**config.mk**
```make
export PLATFORM = sky130hd
export DESIGN_NAME = serializer
export DESIGN_NICKNAME = d
export VERILOG_FILES = /design/src/rtl/serializer.sv
export SDC_FILE = /design/constraint.sdc
export NUM_CORES = 1
export LEC_CHECK = 0
export BUFFER_PORTS_ARGS = -buffer_cell sky130_fd_sc_hd__buf_4
export CORE_MARGIN = 5
export CORE_UTILIZATION = 40
export DETAILED_ROUTE_END_ITERATION = 10
export PLACE_DENSITY_LB_ADDON = 0.15
export SLEW_MARGIN = 40
export SYNTH_ARGS = -nofsm -noshare
export SYNTH_HDL_FRONTEND = slang
export SYNTH_SLANG_ARGS = --single-unit
```
**constraint.sdc**
```tcl
create_clock -name clk_i -period 1.9 [get_ports clk_i]
set_input_delay 0.19 -clock clk_i [delete_from_list [all_inputs] [get_ports clk_i]]
set_output_delay 0.19 -clock clk_i [all_outputs]
set_load 0.03 [all_outputs]
```
**src/rtl/serializer.sv**
```systemverilog
// Serial link transmitter: shifts a parallel word out MSB first, one bit per
// clock, with a per-bit valid strobe and back-to-back word acceptance.
module serializer #(
  parameter int DATA_W = 16,
  parameter int MOD_W  = $clog2(DATA_W)
) (
  input  logic              clk_i,
  input  logic              srst_i,
  input  logic [DATA_W-1:0] data_i,
  input  logic [MOD_W-1:0]  data_mod_i,
  input  logic              data_val_i,
  output logic              ser_data_o,
  output logic              ser_data_val_o,
  output logic              busy_o
);

  localparam int RW = MOD_W + 1;

  typedef enum logic {
    IDLE,
    SEND
  } state_e;

  state_e            state_q;
  logic [DATA_W-1:0] shift_q;
  logic [RW-1:0]     rem_q;
  logic              ser_data_q;
  logic              ser_val_q;
  logic              busy_q;

  logic              mod_ok;
  logic              accept;
  logic [RW-1:0]     len;

  assign mod_ok = (data_mod_i == '0) ||
                  (data_mod_i >= MOD_W'(3));
  assign accept = data_val_i & ~busy_q & mod_ok;
  assign len    = (data_mod_i == '0) ? RW'(DATA_W)
                                     : {1'b0, data_mod_i};

  // busy_q is low only in IDLE or on the last bit, so accept covers both
  always_ff @(posedge clk_i) begin
    if (srst_i) begin
      state_q    <= IDLE;
      shift_q    <= '0;
      rem_q      <= '0;
      ser_data_q <= 1'b0;
      ser_val_q  <= 1'b0;
      busy_q     <= 1'b0;
    end else if (accept) begin
      state_q    <= SEND;
      shift_q    <= data_i << 1;
      rem_q      <= len - 1'b1;
      ser_data_q <= data_i[DATA_W-1];
      ser_val_q  <= 1'b1;
      busy_q     <= 1'b1;
    end else if (state_q == SEND &&
                 rem_q != '0) begin
      shift_q    <= shift_q << 1;
      rem_q      <= rem_q - 1'b1;
      ser_data_q <= shift_q[DATA_W-1];
      ser_val_q  <= 1'b1;
      busy_q     <= (rem_q != RW'(1));
    end else begin
      state_q    <= IDLE;
      ser_data_q <= 1'b0;
      ser_val_q  <= 1'b0;
      busy_q     <= 1'b0;
    end
  end

  assign ser_data_o     = ser_data_q;
  assign ser_data_val_o = ser_val_q;
  assign busy_o         = busy_q;

endmodule

```
; ---- Word-level counts from Yosys, hierarchy flattened
; Index checks and enable logic that the tools add are counted.
[classes]
n_addsub = 2
reduce_logical = 5
eq_ne = 2
bitwise = 3
n_mux = 13
n_lt_le_gt_ge = 1
[ops]
columns = cell, count
row1 = $mux 16, 2
row2 = $mux 5, 3
row3 = $sub 5x1->5 const B, 2
row4 = $mux 1, 8
row5 = $ne 5x1->1 const B, 1
row6 = $reduce_bool 5->1, 1
row7 = $ge 4x2->1 const B, 1
row8 = $logic_not 4->1, 1
row9 = $and 1x1->1, 2
row10 = $ne 2x2->1 const B, 1
row11 = $reduce_bool 2->1, 1
row12 = $logic_and 1x1->1, 1
row13 = $logic_or 1x1->1, 1
row14 = $not 1->1, 1
[word_totals]
ff_bits = 24
output_inout_bits = 3

; ---- Depth between registers and ports, before layout
; Gate-level depths: netlist (run 1).
[logic_depth]
ltp_word = 4
depth_mapped = 8
ltp_nobuf = 6

; ---- Worst setup path before layout (run 1)
; OpenSTA, ideal clock, no wires.
[synth_path]
path_kind = register to register
from = register rem_q[0]
to = register rem_q[0]
setup_slack_ns = 0.140
path_buffers = 2
arrival_time_ns = 1.627
path_stages_with_launch = 9
period_less_slack_ns = 1.760
path_cell_list = dfxtp_1 -> inv_1 -> ha_1 -> or4b_4 -> and2_4 -> buf_6 -> buf_2 -> nand2_1 -> a311oi_1
[synth_via]
elab_chain_len = 3
elab_cells_between_ends = 6
cone_classes = add/sub (1) / mux (2) / reduce/logical (3)
[synth_rtl]
columns = element, line_no
row1 = "start, declared", 26  ; logic [RW-1:0] rem_q;
row2 = "start signal, assigned", 53  ; rem_q <= len - 1'b1;
row3 = "start signal, assigned", 60  ; rem_q <= rem_q - 1'b1;
row4 = $sub 5x1->5 or $reduce_bool 5->1 (tied branches), "60, 58"
row5 = $mux 5 or $logic_and 1x1->1 (tied branches), 57  ; end else if (state_q == SEND &&
row6 = $mux 5 or $reduce_bool 2->1 (tied branches), -
; Parallel ways exist; a longest one is shown, timed or not. The select of a mux whose other input is x is not followed.
; A chain may end at the register's enable or synchronous reset.

; ---- Worst setup path in the final report (run 1)
[layout_path]
from = register rem_q[0]
to = register rem_q[1]
; The elaborated chain is that of the path after synthesis.

==> results of run 1 <==
## worst min-delay path by stage
stage | startpoint | to | slack [ns] | cells after the start
finish | data_i[0] | shift_q[1]$_SDFFE_PP0P_ | 0.11 | 3
CTS | data_i[0] | shift_q[1]$_SDFFE_PP0P_ | 0.09 | 3
global placement | shift_q[1]$_SDFFE_PP0P_ | shift_q[1]$_SDFFE_PP0P_ | 0.46 | 2
detailed placement | data_i[0] | shift_q[1]$_SDFFE_PP0P_ | 0.46 | 3
floorplan | srst_i | shift_q[2]$_SDFFE_PP0P_ | 0.26 | 1
global route | data_i[0] | shift_q[1]$_SDFFE_PP0P_ | 0.09 | 3
## final cells by class
cell class / count / area [sq um] / share of cell area [%]
tap: 31 / 38.8 / 2.68
clock inverter: 1 / 30.0 / 2.07
sequential: 24 / 482 / 33.2
clock buffer: 3 / 22.5 / 1.55
inverter: 5 / 18.8 / 1.30
multi-input combinational: 104 / 642 / 44.3
timing repair buffer: 27 / 215 / 14.9
## what timing repair did
action,in CTS,in global routing
resized for setup,0,2
hold endpoints to repair,0,0
setup buffers,0,0
endpoints found under the setup margin,0,3
## tightest hold or removal path: cells and delay by family
family,cells,cell delay (ns)
AO/OA/AOI/OAI,1,0.05
buffers and inverters,1,0.11
AND/OR/NAND/NOR,1,0.04
## synthesized netlist by cell type, types with 2 or more instances
library cell / number / area, sq um
a211oi_1: 3 / 22.5
a21oi_1: 8 / 40.0
a311oi_1: 15 / 131
buf_2: 3 / 15.0
buf_6: 2 / 22.5
clkbuf_1: 3 / 11.3
dfxtp_1: 24 / 480
ha_1: 4 / 50.1
inv_1: 5 / 18.8
nand2_1: 34 / 128
nand3_1: 2 / 10.0
nand3b_1: 2 / 15.0
nor2_1: 18 / 67.6
nor3_1: 2 / 10.0
## kinds of logic (layout without fill, tap and decap cells)
group	count (synthesis)	after routing	share of synthesized area (%)
AOI/OAI and AO/OA	31	31	19.9
xor gates and xnor gates	1	1	0.737
adders and majority gates	4	4	4.21
buffers and inverters	14	36	6.32
DFF	24	24	40.4
and+or+nand+nor	68	68	28.4
## power by group through the flow
stage / registers [W] / logic [W] / clock network, W
global route: 0.000598 / 0.000310 / 0.000411
global placement: 0.000597 / 0.000267 / 0
floorplan: 0.000602 / 0.000186 / 0
CTS: 0.000588 / 0.000274 / 0.000391
finish: 0.000591 / 0.000276 / 0.000368
detailed placement: 0.000600 / 0.000273 / 0
## metal layers
metal  up-vias  part of all wire, %  wire length [microns]  GRT usage (%)
met4         0                 0.55                     14           4.75
met2        19                   50                   1270           22.6
li1        547                    -                      -              -
met5         -                    0                      0              0
met3         2                  5.3                    136           3.97
met1       492                   44                   1120           15.1
## through the flow
stage | area (sq um) | std cells | setup slack (ns) | utilization [%]
after CTS | 1440 | 195 | 0.102 | 51.3
after global placement | 1390 | 191 | 0.151 | 49.4
final | 1450 | 195 | 0.0983 | 51.7
after floorplan | 1190 | 142 | 0.140 | -
after detailed placement | 1390 | 191 | 0.0937 | 49.4
after global routing | 1450 | 195 | 0.00580 | 51.7
## flip-flops by register name, indices dropped and copies added, names as in the netlist
name / flops
ser_data_val_o: 1
busy_o: 1
rem_q: 5
ser_data_o: 1
state_q: 1
shift_q: 15
## cell usage in the layout, fill, tap and decap left out, types with 2 or more instances in the layout
cell | Yosys | final
a311oi_1 | 15 | 15
nor2_1 | 18 | 18
buf_4 | 1 | 26
ha_1 | 4 | 4
a211oi_1 | 3 | 3
clkbuf_4 | 0 | 3
inv_1 | 5 | 5
nand3b_1 | 2 | 2
a21oi_1 | 8 | 8
nand3_1 | 2 | 2
dfxtp_1 | 24 | 23
nor3_1 | 2 | 2
nand2_1 | 34 | 34
==> flow_metrics.tcl, run 1 <==
set metrics [dict create \
    path_class "reg -> reg" \
    drt_pass1_iterations 4 \
    crit_path_top_delay_cell "or4b_4" \
    post-route-period-util_pct 94.8 \
    worst_setup_path_end_kind "flop" \
    postSynthCellCount 142 \
    final-hold-violation-count 0 \
    boundaryPins 26 \
    synth_edf_count 0 \
    route.vias.total 1060 \
    critical_path.cell_chain "inv_1 > ha_1 > or4b_4 > and2_4 > a211oi_2 > o21ba_1" \
    p_comb_share_pct 22.3 \
    layout_filler_cell_count 275 \
    worst_setup_path_start_kind "flop" \
    hold_slack_ns 0.108 \
    pwr-share-clk_pct 29.8 \
    setup.worst_path.end "rem_q[1]$_SDFFE_PP0P_" \
    initial_utilization_pct 42.4 \
    ys_seq_area_share_pct 40.4 \
    design_power_total_w 0.00123 \
    initialDrtViolationCount 48 \
    timing.critical_path.max_delay_family "simple AND/OR/NAND/NOR gates" \
    die_h_microns 64.5 \
    dieArea_sq_um 4160 \
    global_route.overflow_total 0 \
    timing.critical_path.depth 6 \
    flow.area_growth_from_synthesis_pct 21.9 \
    timing.clock.skew_ns 0.00278 \
    final.min_clock_period_ns 1.80 \
    synthesis.yosys.warnings 0 \
    outcome "finished clean" \
    worst_skew_pair.late_latency_ns 0.32 \
    p_int_w 0.000897 \
    number_of_global_route_vias_before_repair 1001 \
    clkSlewWorstSetupHoldPaths_ns 0.13 \
    crit_start "rem_q[0]$_SDFFE_PP0P_" \
    timing.rr.end "rem_q[1]$_SDFFE_PP0P_" \
    drive_gt1_share_pct 23.2 \
    core.rowCount 19 \
    cp.required_ns 2.18 \
    postSynth.asyncResetShare_pct 0 \
    leakage_nw 0.580 \
    slack_of_the_worst_reg_to_reg_path_ns 0.1 \
    grt_antenna_before_repair 0 \
    total_of_flip_flops_plus_latches_after_synthesis 24 \
    power.net_switching_w 0.000338 \
    syn_area_per_cell_sq_um 8.37 \
    place_hpwl_mm 1.84 \
    max_freq_mhz 555 \
    synth_flop_cell "dfxtp_1" \
    synthesis.area_sq_um 1190 \
    rsz0062_at_grt "false" \
    worst_ir_drop_vdd_uv 386 \
    timing.critical_path.slowest_cell_delay_ns 0.53 \
    fp.coreArea_sq_um 2810 \
    clock_sinks 24 \
    design.final.nets 192 \
    diodes 0 \
    ant_nets 0 \
    critical_path.max_fanout 18 \
    vias_per_cell 5.44 \
    share_seq_of_total_power_pct 47.8 \
    cts.root.buffer_cell "clkbuf_4" \
    setup_viol 0 \
    yosysUniqueCellTypes 31 \
    fp.dieW_microns 64.5 \
    tightestPinTransition_ns 0.310 \
    arrival_ns 2.08 \
    grt_first_pass_wirelength_mm 4.36 \
    clockBufferDepth 2 \
    synth_fp_nets 169 \
    slew_violations 0 \
    rr_startpoint "rem_q[0]$_SDFFE_PP0P_" \
    power_switching_share_pct 27.4 \
    worst-path-buf-inv 1 \
    cts_tree "done" \
    num_cts_buffers 3 \
    wire_per_inst_microns 13.1 \
    drc_errors 0 \
    grt.total_usage_pct 13.0 \
    grt_start_max_net_pins 37 \
    cts_h_tree_lvls 1 \
    maxSlewHeadroom_pct 79.3 \
    drt-total-wl_mm 2.55 \
    tns_ns 0 \
    postCtsHoldBufs 0 \
    power.density_nw_per_um2 852 \
    weighted_congestion_reported_at_the_end_of_routability_driven_placement 0.763 \
    drv.max_cap_violation_count 0 \
    worst-r2r-cell-count 6 \
    place.port_buffers 25 \
    hold_class "in -> reg" \
]
Note: power is estimated with default switching activity, not from simulation.
==> inputs of run 2 (changes only) <==
--- a/config.mk
+++ b/config.mk
@@ -10,6 +10,7 @@
 export CORE_UTILIZATION = 40
 export DETAILED_ROUTE_END_ITERATION = 10
 export PLACE_DENSITY_LB_ADDON = 0.15
+export RECOVER_POWER = 50
 export SLEW_MARGIN = 40
 export SYNTH_ARGS = -nofsm -noshare
 export SYNTH_HDL_FRONTEND = slang
==> flow_metrics.tcl, run 2 (synthesis results as in run 1) <==
set metrics [dict create \
    drive_gt1_share_pct 20.1 \
    fp.coreArea_sq_um 2810 \
    maxSlewHeadroom_pct 75.2 \
    dieArea_sq_um 4160 \
    power.density_nw_per_um2 858 \
    wire_per_inst_microns 13.0 \
    final_core_util_pct 51.0 \
    boundaryPins 26 \
    cp.required_ns 2.18 \
    largest_registers "shift_q (15), rem_q (5)" \
    hold_slack_ns 0.108 \
    timing.clock.skew_ns 0.00278 \
    design.final.nets 192 \
    diodes 0 \
    clock_sinks 24 \
    die_h_microns 64.5 \
    post_dp_cell_area_sq_um 1390 \
    drt-total-wl_mm 2.54 \
    drc_errors 0 \
    path_class "reg -> reg" \
    grt.total_usage_pct 13.0 \
    outcome "finished clean" \
    drt_pass1_iterations 4 \
    crit_path_top_delay_cell "or4b_4" \
    setup_viol 0 \
    grt_start_max_net_pins 37 \
    worst-path-buf-inv 1 \
    final.min_clock_period_ns 1.80 \
    grt_antenna_before_repair 0 \
    initial_utilization_pct 42.4 \
    clkSlewWorstSetupHoldPaths_ns 0.13 \
    final-hold-violation-count 0 \
    initialDrtViolationCount 48 \
    flip_flop_count_of_the_largest_register_after_layout 15 \
    cts.root.buffer_cell "clkbuf_4" \
    drv.max_cap_violation_count 0 \
    fp.dieW_microns 64.5 \
    cts_h_tree_lvls 1 \
    rsz0062_at_grt "false" \
    final_design_area_no_fill_sq_um 1430 \
    worst_skew_pair.late_latency_ns 0.32 \
    vias_per_cell 5.43 \
    critical_path.max_fanout 18 \
    timing.critical_path.slowest_cell_delay_ns 0.53 \
    worst_ir_drop_vdd_uv 386 \
    core.rowCount 19 \
    layout.cells.most_common "nand2_1" \
    tightestPinTransition_ns 0.373 \
    layout.cells.most_common_list "34 x nand2_1, 23 x dfxtp_1, 22 x buf_4, 18 x nor2_1, 15 x a311oi_1" \
    worst_setup_path_start_kind "flop" \
    leakage_nw 0.563 \
    number_of_global_route_vias_before_repair 1001 \
    post-route-period-util_pct 94.8 \
    design_power_total_w 0.00123 \
    arrival_ns 2.08 \
    place.port_buffers 25 \
    grt_first_pass_wirelength_mm 4.36 \
    flow.area_growth_from_synthesis_pct 20.3 \
    critical_path.cell_chain "inv_1 > ha_1 > or4b_4 > and2_4 > a211oi_2 > o21ba_1" \
    worst_setup_path_end_kind "flop" \
    largest-register "shift_q" \
    cts_tree "done" \
    num_cts_buffers 3 \
    global_route.overflow_total 0 \
    clockBufferDepth 2 \
    timing.critical_path.max_delay_family "simple AND/OR/NAND/NOR gates" \
    hold_class "in -> reg" \
    slew_violations 0 \
    ant_nets 0 \
    max_freq_mhz 555 \
    weighted_congestion_reported_at_the_end_of_routability_driven_placement 0.763 \
    route.vias.total 1058 \
    tns_ns 0 \
    place_hpwl_mm 1.84 \
]
[run 2: cell count changes in the layout (fill, tap and decap cells not counted)]
cell	previous run	this run
clkbuf_1	0	4
or4_4	1	0
buf_4	26	22
or4_1	1	2
[run 2: timing repair]
item	CTS	global route
endpoints found under the setup margin	0	3
gates resized for setup	0	2
hold buffers	0	0
setup buffers	0	0
[run 2: area by class of cell]
| class | count | area [sq um] |
|---|---|---|
| fill | 282 | 1380 |
| multi-input combinational | 104 | 638 |
| sequential | 24 | 482 |
| timing repair buffer | 27 | 200 |
| tap | 31 | 38.8 |
| clock inverter | 1 | 30.0 |
| clock buffer | 3 | 22.5 |
| inverter | 5 | 18.8 |
[run 2: metal layers]
layer | up-vias | routed length [microns] | global-route usage (%)
met5 | - | 0 | 0
li1 | 547 | - | -
met4 | 0 | 14 | 4.75
met2 | 19 | 1270 | 22.6
met3 | 2 | 138 | 3.97
met1 | 490 | 1120 | 15.1
[run 2: path summary, 6_finish.rpt]
path,startpoint,to,slack [ns],depth (start not counted)
worst max-delay path,rem_q[0]$_SDFFE_PP0P_,rem_q[1]$_SDFFE_PP0P_,0.1,6
worst min-delay path,data_i[0],shift_q[1]$_SDFFE_PP0P_,0.11,3
worst min register to register,shift_q[1]$_SDFFE_PP0P_,shift_q[1]$_SDFFE_PP0P_,0.49,2
worst max register to register,rem_q[0]$_SDFFE_PP0P_,rem_q[1]$_SDFFE_PP0P_,0.1,6
[run 2: through the flow]
step / setup WS [ns] / std cells
final: 0.0988 / 195
after global routing: 0.00580 / 195
after CTS: 0.102 / 195
after detailed placement: 0.0937 / 191
after global placement: 0.151 / 191
after floorplan: 0.140 / 142
[run 2: power breakdown]
group	switching (W)	total (W)	internal, W
Combinational	0.000148	0.000269	0.000121
Clock	0.000155	0.000368	0.000213
Sequential	0.0000350	0.000590	0.000555
[run 2: worst min-delay path, delay by kind of cell]
family	cells	cell delay, ns
buffers and inverters	1	0.11
AOI/OAI and AO/OA	1	0.05
and+or+nand+nor	1	0.04
